[config.mk]
export PLATFORM = sky130hd
export DESIGN_NAME = prog_sequencer
export DESIGN_NICKNAME = d
export VERILOG_FILES = /design/src/rtl/prog_seq_pkg.sv /design/src/rtl/prog_sequencer.sv
export SDC_FILE = /design/constraint.sdc
export NUM_CORES = 1
export LEC_CHECK = 0
export CORE_UTILIZATION = 30
export CTS_BUF_LIST = sky130_fd_sc_hd__clkbuf_4 sky130_fd_sc_hd__clkbuf_8 sky130_fd_sc_hd__clkbuf_16
export DETAILED_ROUTE_END_ITERATION = 10
export GPL_ROUTABILITY_DRIVEN = 0
export HOLD_SLACK_MARGIN = 0.12
export PLACE_DENSITY = 0.55
export SLEW_MARGIN = 30
export SYNTH_ARGS = -nofsm -noshare
export SYNTH_HDL_FRONTEND = slang
export SYNTH_SLANG_ARGS = --single-unit
[constraint.sdc]
create_clock -name Clk -period 4.35 [get_ports Clk]
set_input_delay 1.305 -clock Clk [delete_from_list [all_inputs] [get_ports Clk]]
set_output_delay 1.305 -clock Clk [all_outputs]
set_load 0.01 [all_outputs]
[src/rtl/prog_seq_pkg.sv]
`default_nettype none
// ============================================================================
// Module      : prog_seq_pkg
// Description : Shared state type and default parameters for prog_sequencer.
// Revision    : 1.0 - initial release
// ============================================================================
package prog_seq_pkg;

  typedef enum logic [1:0] {
    IDLE   = 2'd0,
    ASSERT = 2'd1,
    RUN    = 2'd2,
    NEXT   = 2'd3
  } state_t;

  localparam int unsigned c_def_nprog  = 3;
  localparam int unsigned c_def_hold   = 2;
  localparam int unsigned c_def_cw     = 16;
  localparam int unsigned c_def_maxcyc = 32'h0000_FFFF;

endpackage : prog_seq_pkg
`default_nettype wire

[src/rtl/prog_sequencer.sv]
`default_nettype none
// ============================================================================
// Module      : prog_sequencer
// Description : Runs NPROG programs back-to-back on the core, measuring each
//               program's RUN cycles and enforcing a watchdog limit.
// Revision    : 1.0 - initial release
// ============================================================================
module prog_sequencer
  import prog_seq_pkg::*;
#(
  parameter int unsigned NPROG  = c_def_nprog,
  parameter int unsigned HOLD   = c_def_hold,
  parameter int unsigned CW     = c_def_cw,
  parameter int unsigned MAXCYC = c_def_maxcyc
) (
  input  logic          Clk,
  input  logic          Reset,
  input  logic          Go,
  input  logic          Done,
  output logic          Start,
  output logic [1:0]    ProgIdx,
  output logic          Busy,
  output logic [CW-1:0] LastCycles,
  output logic          AllDone,
  output logic          TimedOut
);

  localparam int unsigned   HW          = (HOLD > 1) ? $clog2(HOLD) : 1;
  localparam logic [HW-1:0] c_hold_last = HW'(HOLD - 1);
  localparam logic [HW-1:0] c_hold_one  = HW'(1);
  localparam logic [CW-1:0] c_maxcyc    = CW'(MAXCYC);
  localparam logic [CW-1:0] c_run_one   = CW'(1);
  localparam logic [1:0]    c_last_idx  = 2'(NPROG - 1);

  state_t        r_state;
  state_t        w_state_nxt;
  logic [HW-1:0] r_hold_cnt;
  logic [CW-1:0] r_run_cnt;
  logic [1:0]    r_prog_idx;
  logic [CW-1:0] r_last_cycles;
  logic          r_timed_out;

  // Start/AllDone/Busy decode only the state register, so they are glitch-free
  // Moore outputs and Start falls as soon as Reset clears the state.
  always_comb begin
    w_state_nxt = r_state;
    Start       = 1'b0;
    Busy        = 1'b1;
    AllDone     = 1'b0;
    case (r_state)
      IDLE: begin
        Busy = 1'b0;
        if (Go) w_state_nxt = ASSERT;
      end
      ASSERT: begin
        Start = 1'b1;
        if (r_hold_cnt == c_hold_last) w_state_nxt = RUN;
      end
      RUN: begin
        if (Done || (r_run_cnt == c_maxcyc)) w_state_nxt = NEXT;
      end
      NEXT: begin
        if (r_prog_idx == c_last_idx) begin
          AllDone     = 1'b1;
          w_state_nxt = IDLE;
        end else begin
          w_state_nxt = ASSERT;
        end
      end
      default: w_state_nxt = IDLE;
    endcase
  end

  always_ff @(posedge Clk or posedge Reset) begin
    if (Reset) begin
      r_state       <= IDLE;
      r_hold_cnt    <= '0;
      r_run_cnt     <= '0;
      r_prog_idx    <= '0;
      r_last_cycles <= '0;
      r_timed_out   <= 1'b0;
    end else begin
      r_state <= w_state_nxt;
      case (r_state)
        IDLE: begin
          if (Go) begin
            r_prog_idx  <= '0;
            r_timed_out <= 1'b0;
            r_hold_cnt  <= '0;
          end
        end
        ASSERT: begin
          if (r_hold_cnt == c_hold_last) r_run_cnt <= '0;
          else                           r_hold_cnt <= r_hold_cnt + c_hold_one;
        end
        RUN: begin
          // Done wins over the watchdog when both land in the same cycle
          if (Done) begin
            r_last_cycles <= r_run_cnt;
          end else if (r_run_cnt == c_maxcyc) begin
            r_last_cycles <= c_maxcyc;
            r_timed_out   <= 1'b1;
          end else begin
            r_run_cnt <= r_run_cnt + c_run_one;
          end
        end
        NEXT: begin
          if (r_prog_idx != c_last_idx) begin
            r_prog_idx <= r_prog_idx + 2'd1;
            r_hold_cnt <= '0;
          end
        end
        default: ;
      endcase
    end
  end

  assign ProgIdx    = r_prog_idx;
  assign LastCycles = r_last_cycles;
  assign TimedOut   = r_timed_out;

endmodule : prog_sequencer
`default_nettype wire

Word-level counts from Yosys, hierarchy flattened

Cells that the tools add are included.

Add/subtract/negate cells: 3
Multipliers: 0
Divide/modulo/power cells: 0
Order comparisons: 0
Eq/ne operators: 13
Shift-type cells: 0
Multiplexer cells: 25
Bitwise operators: 0
Reduce and logical (&&, ||, !) cells: 13

Operators with widths:

| operator                                                              | number |
|---|---|
| 16-bit 2-to-1 mux                                                     | 5 |
| 16-bit case mux with 2 select lines                                   | 1 |
| 16-bit by 1-bit adder with 16-bit output, second input constant       | 1 |
| 16-bit equality test, second input constant                           | 1 |
| 2-bit != test, second input constant                                  | 8 |
| 1-bit 2-to-1 mux                                                      | 10 |
| 2-bit 2-to-1 mux                                                      | 5 |
| 3-bit AND reduction                                                   | 3 |
| 2-bit case mux with 4 select lines                                    | 1 |
| 4-bit AND reduction                                                   | 2 |
| 2-bit nonzero test                                                    | 4 |
| 2-bit equality test, second input constant                            | 3 |
| 2-bit case mux with 2 select lines                                    | 1 |
| 1-bit case mux with 3 select lines                                    | 1 |
| 3-bit nonzero test                                                    | 1 |
| 2-bit by 1-bit adder with 2-bit output, second input constant         | 1 |
| 2-bit by 1-bit equality test with 1-bit output, second input constant | 1 |
| 2-bit zero test                                                       | 1 |
| 1-bit case mux with 2 select lines                                    | 1 |
| 2-bit AND reduction                                                   | 1 |
| 1-bit adder, second input constant                                    | 1 |
| 1-bit logical OR                                                      | 1 |

Register bits after elaboration: 38
Bits in latches: 0
Bits in writable memories: 0
ROM bits: 0
Input bits: 4
Output and inout port bits: 22
Logic and storage cells: 60
Memories: 0

Longest topological paths before layout

Depth after elaboration: 4
Mapped depth: 7
Mapped depth without buffers: 7

Worst setup path before layout

No wires, ideal clock.

Path type: in2reg
From: input port Done
To: register r_run_cnt[11]
Setup time: 0.121 ns
Arrival time: 2.243 ns
Required time: 4.229 ns
Path slack: 1.986 ns
Stages: 5
Buffers on the path: 0
Cell sequence: nand2_1 > o211a_1 > and2_4 > o21ai_0 > a22o_2

Word-level cells in the longest chain between the ends: 2

Ends and longest elaborated chain:

| item                          | RTL line              | RTL |
|---|---|---|
| start, declared               | prog_sequencer.sv:19  | `input logic Done,` |
| 2-bit != test (no line)       | -                     |  |
| 4-bit AND reduction (no line) | -                     |  |
| end signal, assigned          | prog_sequencer.sv:104 | `r_run_cnt <= r_run_cnt + c_run_one;` |
| end, declared                 | prog_sequencer.sv:38  | `logic [CW-1:0] r_run_cnt;` |

No other way between the ends.
A chain may end at the register's enable or synchronous reset.

Worst setup path in the final report

From: input port Done
To: register r_run_cnt[13]

Same word-level chain as after synthesis.

==> impl_metrics.py <==
metrics = {
    "yosys": {
        "synthTopCellsByArea": "dfrtp_1 (49%), o22a_1 (7.2%), ha_1 (5.1%), o21ai_0 (4.6%), nand2_1 (2.7%)",
        "synth_edf_count": 0,
        "synthCells": 194,
        "async_flop_share": 1.00,
        "synth_cell_types": 43,
        "netlist_area_um2": 1950,
        "synth-seq-area-share": 0.487,
        "yosysTopAreaCellShare": 0.487,
        "yosysWarnings": 0,
        "syn_nets": 206,
        "avgSynthCellArea_um2": 10.1,
        "synth-main-ff-cell": "dfrtp_1",
        "yosys_register_bits": 38,
        "synth_area_leader_cell": "dfrtp_1",
    },
    "critical_path": {
        "path_class": "in -> reg",
        "arrival_ps": 3260,
        "cp_max_fo": 18,
        "r2r_cells": 7,
        "start_kind": "primary input",
        "critPathRequiredTime_ps": 4500,
        "endpoint_kind": "flip-flop",
    },
    "detailed_routing": {
        "drtIter0Drc": 89,
        "via_count": 1621,
        "drt-pass1-iter-count": 4,
        "ant_nets": 0,
        "drt-wirelength-per-cell_um": 15.4,
        "drc": 0,
        "drt-total-wl_um": 4590,
        "routed_via_density": 5.42,
    },
    "floorplanning": {
        "die_h_um": 82.7,
        "io_pins": 26,
        "dieArea_um2": 6830,
        "die_w_um": 82.7,
        "row_count": 29,
        "start_util": 0.309,
        "core_um2": 6310,
    },
    "final_layout": {
        "antenna_cells": 0,
        "syn2layout_area_growth_pct": 22.6,
        "drive_gt1_frac": 0.0901,
        "fin_nets": 234,
        "stdcell_area_um2": 2390,
        "ff_latch_area_um2": 951,
        "multiInputGateArea_um2": 938,
        "final_cell_count_no_fill": 299,
        "fill_cells": 626,
    },
    "placed_design": {
        "detailed_place.area_um2": 2280,
        "io_buffers": 25,
        "dp_hpwl_um": 3140,
        "dp.cells": 292,
    },
    "global_routing": {
        "first_global_vias": 1572,
        "antenna_found_initial": 0,
        "grt_max_degree": 25,
        "grt_overflow": 0,
        "grt_pass1_wl_um": 7770,
        "grt_usage": 0.154,
    },
    "run": {
        "cap_violations": 0,
    },
    "clock_network": {
        "cts_hold_buf": 0,
        "path_clk_slew_ps": 70,
        "post_cts_buffers": 0,
        "cts_max_path_buffers": 2,
        "clock_latency_ps": 290,
        "cts_tree": "done",
        "clock-sinks": 38,
        "clockRootBuffer": "clkbuf_8",
        "cts_resized": 0,
        "cts-buffers-inserted": 5,
        "cts_max_level": 2,
    },
    "sta": {
        "max_slew_margin": 0.543,
        "setup_tns_ps": 0,
        "fmax_ghz": 0.321,
        "finalCriticalPeriod_ps": 3110,
        "rsz0062_at_grt": "no",
        "setup_viol": 0,
        "period_share": 0.716,
        "worst_pin_slew_ps": 684,
        "finalClockSkew_ps": 10.5,
        "maxSlewViolCount": 0,
        "finalHoldViolations": 0,
    },
    "power": {
        "vdd_ir_drop_max_uv": 267,
        "power_density_nw_per_um2": 662,
        "power_leakage_nw": 1.00,
    },
    "outcome": {
        "status": "finished, final reports clean",
    },
    "min_path": {
        "worst_hold_path_type": "reg -> reg",
        "hold_depth": 1,
    },
}
[power breakdown]
group | switching [mW] | internal, mW | total, mW
clock network | 0.123 | 0.184 | 0.306
registers | 0.0807 | 0.466 | 0.547
logic | 0.363 | 0.368 | 0.731
[critical path, cell delays in order]
cell and delay (ps):
clkdlybuf4s50_1 460, nand2_1 540, o211a_1 380, nand2_1 250, o21ai_0 220, o21ai_0 110
[metrics by stage]
step / worst slack [ps] / util / hold WS (ps) / power, mW
2_1_floorplan: 1990 / - / 472 / 0.985
3_5_place_dp: 934 / 0.361 / 479 / 1.29
4_1_cts: 1240 / 0.379 / 503 / 1.61
6_report: 1240 / 0.379 / 496 / 1.58
3_3_place_gp: 945 / 0.361 / 478 / 1.29
5_1_grt: 999 / 0.379 / 512 / 1.71
[sequential cells by signal, summed over array words and instances, names as in the netlist]
register    cells
r_hold_cnt      1
TimedOut        1
LastCycles     16
r_run_cnt      16
ProgIdx         2
r_state         2
[routing by layer]
layer	vias to the layer above	part of all wire	GRT usage
li1	777	-	-
met1	799	0.49	0.201
met4	0	0.014	0.0569
met5	-	0	0
met3	8	0.045	0.0352
met2	37	0.45	0.248
[cell type report]
| type | count | area share |
|---|---|---|
| well taps | 77 | 0.0403 |
| flip-flops and latches | 38 | 0.397 |
| clock buffers | 6 | 0.0345 |
| repair buffers | 26 | 0.108 |
| clock inverters | 1 | 0.0125 |
| multi-input cells | 141 | 0.392 |
| inverters | 10 | 0.0157 |
[layout by cell type, fill, tap and decap left out, types with 2 or more instances in the layout]
cell / count
clkbuf_8: 6
or4_1: 2
o211ai_1: 2
a31oi_1: 2
nand2b_1: 4
nand3_1: 8
nand4_1: 7
mux2_2: 2
o22a_1: 16
nor4_1: 3
a22o_2: 2
ha_1: 8
dfrtp_1: 38
o21ai_0: 18
nor2_1: 13
o31ai_1: 3
nor3_1: 4
a21oi_1: 9
and3_1: 3
o21a_1: 3
nand2_1: 14
clkdlybuf4s50_1: 25
inv_1: 10
[cell usage after synthesis, types with 3 or more instances]
master,count
nand4_1,7
nand2b_1,4
nor2_1,13
o21ai_0,18
ha_1,8
dfrtp_1,38
nand3_1,8
nor4_1,3
o31ai_1,3
o21a_1,3
nor3_1,4
a21oi_1,9
o22a_1,16
inv_1,10
and3_1,3
nand2_1,14
[final timing paths]
kind / startpoint / to / slack, ps
setup / recovery: Done / r_run_cnt[13]$_DFFE_PP0P_ / 1240
hold / removal: LastCycles[1]$_DFFE_PP0P_ / LastCycles[1]$_DFFE_PP0P_ / 500
setup reg to reg: r_state[0]$_DFFE_PP0P_ / r_run_cnt[13]$_DFFE_PP0P_ / 1640
hold reg to reg: LastCycles[1]$_DFFE_PP0P_ / LastCycles[1]$_DFFE_PP0P_ / 500
max in group asynchronous: Reset / LastCycles[12]$_DFFE_PP0P_ / 2230
min in group asynchronous: Reset / LastCycles[7]$_DFFE_PP0P_ / 1370
[cells by family (layout without fill, tap and decap cells)]
kind of cell    after synthesis  count (layout)  synth area share
fa+ha+maj                     8               8            0.0513
mux                           2               2            0.0115
buf+inv                      15              43            0.0321
simple gates                 69              69             0.198
flops                        38              38             0.487
compound gates               62              62             0.220
No activity file was read; power rests on OpenSTA's default activity.
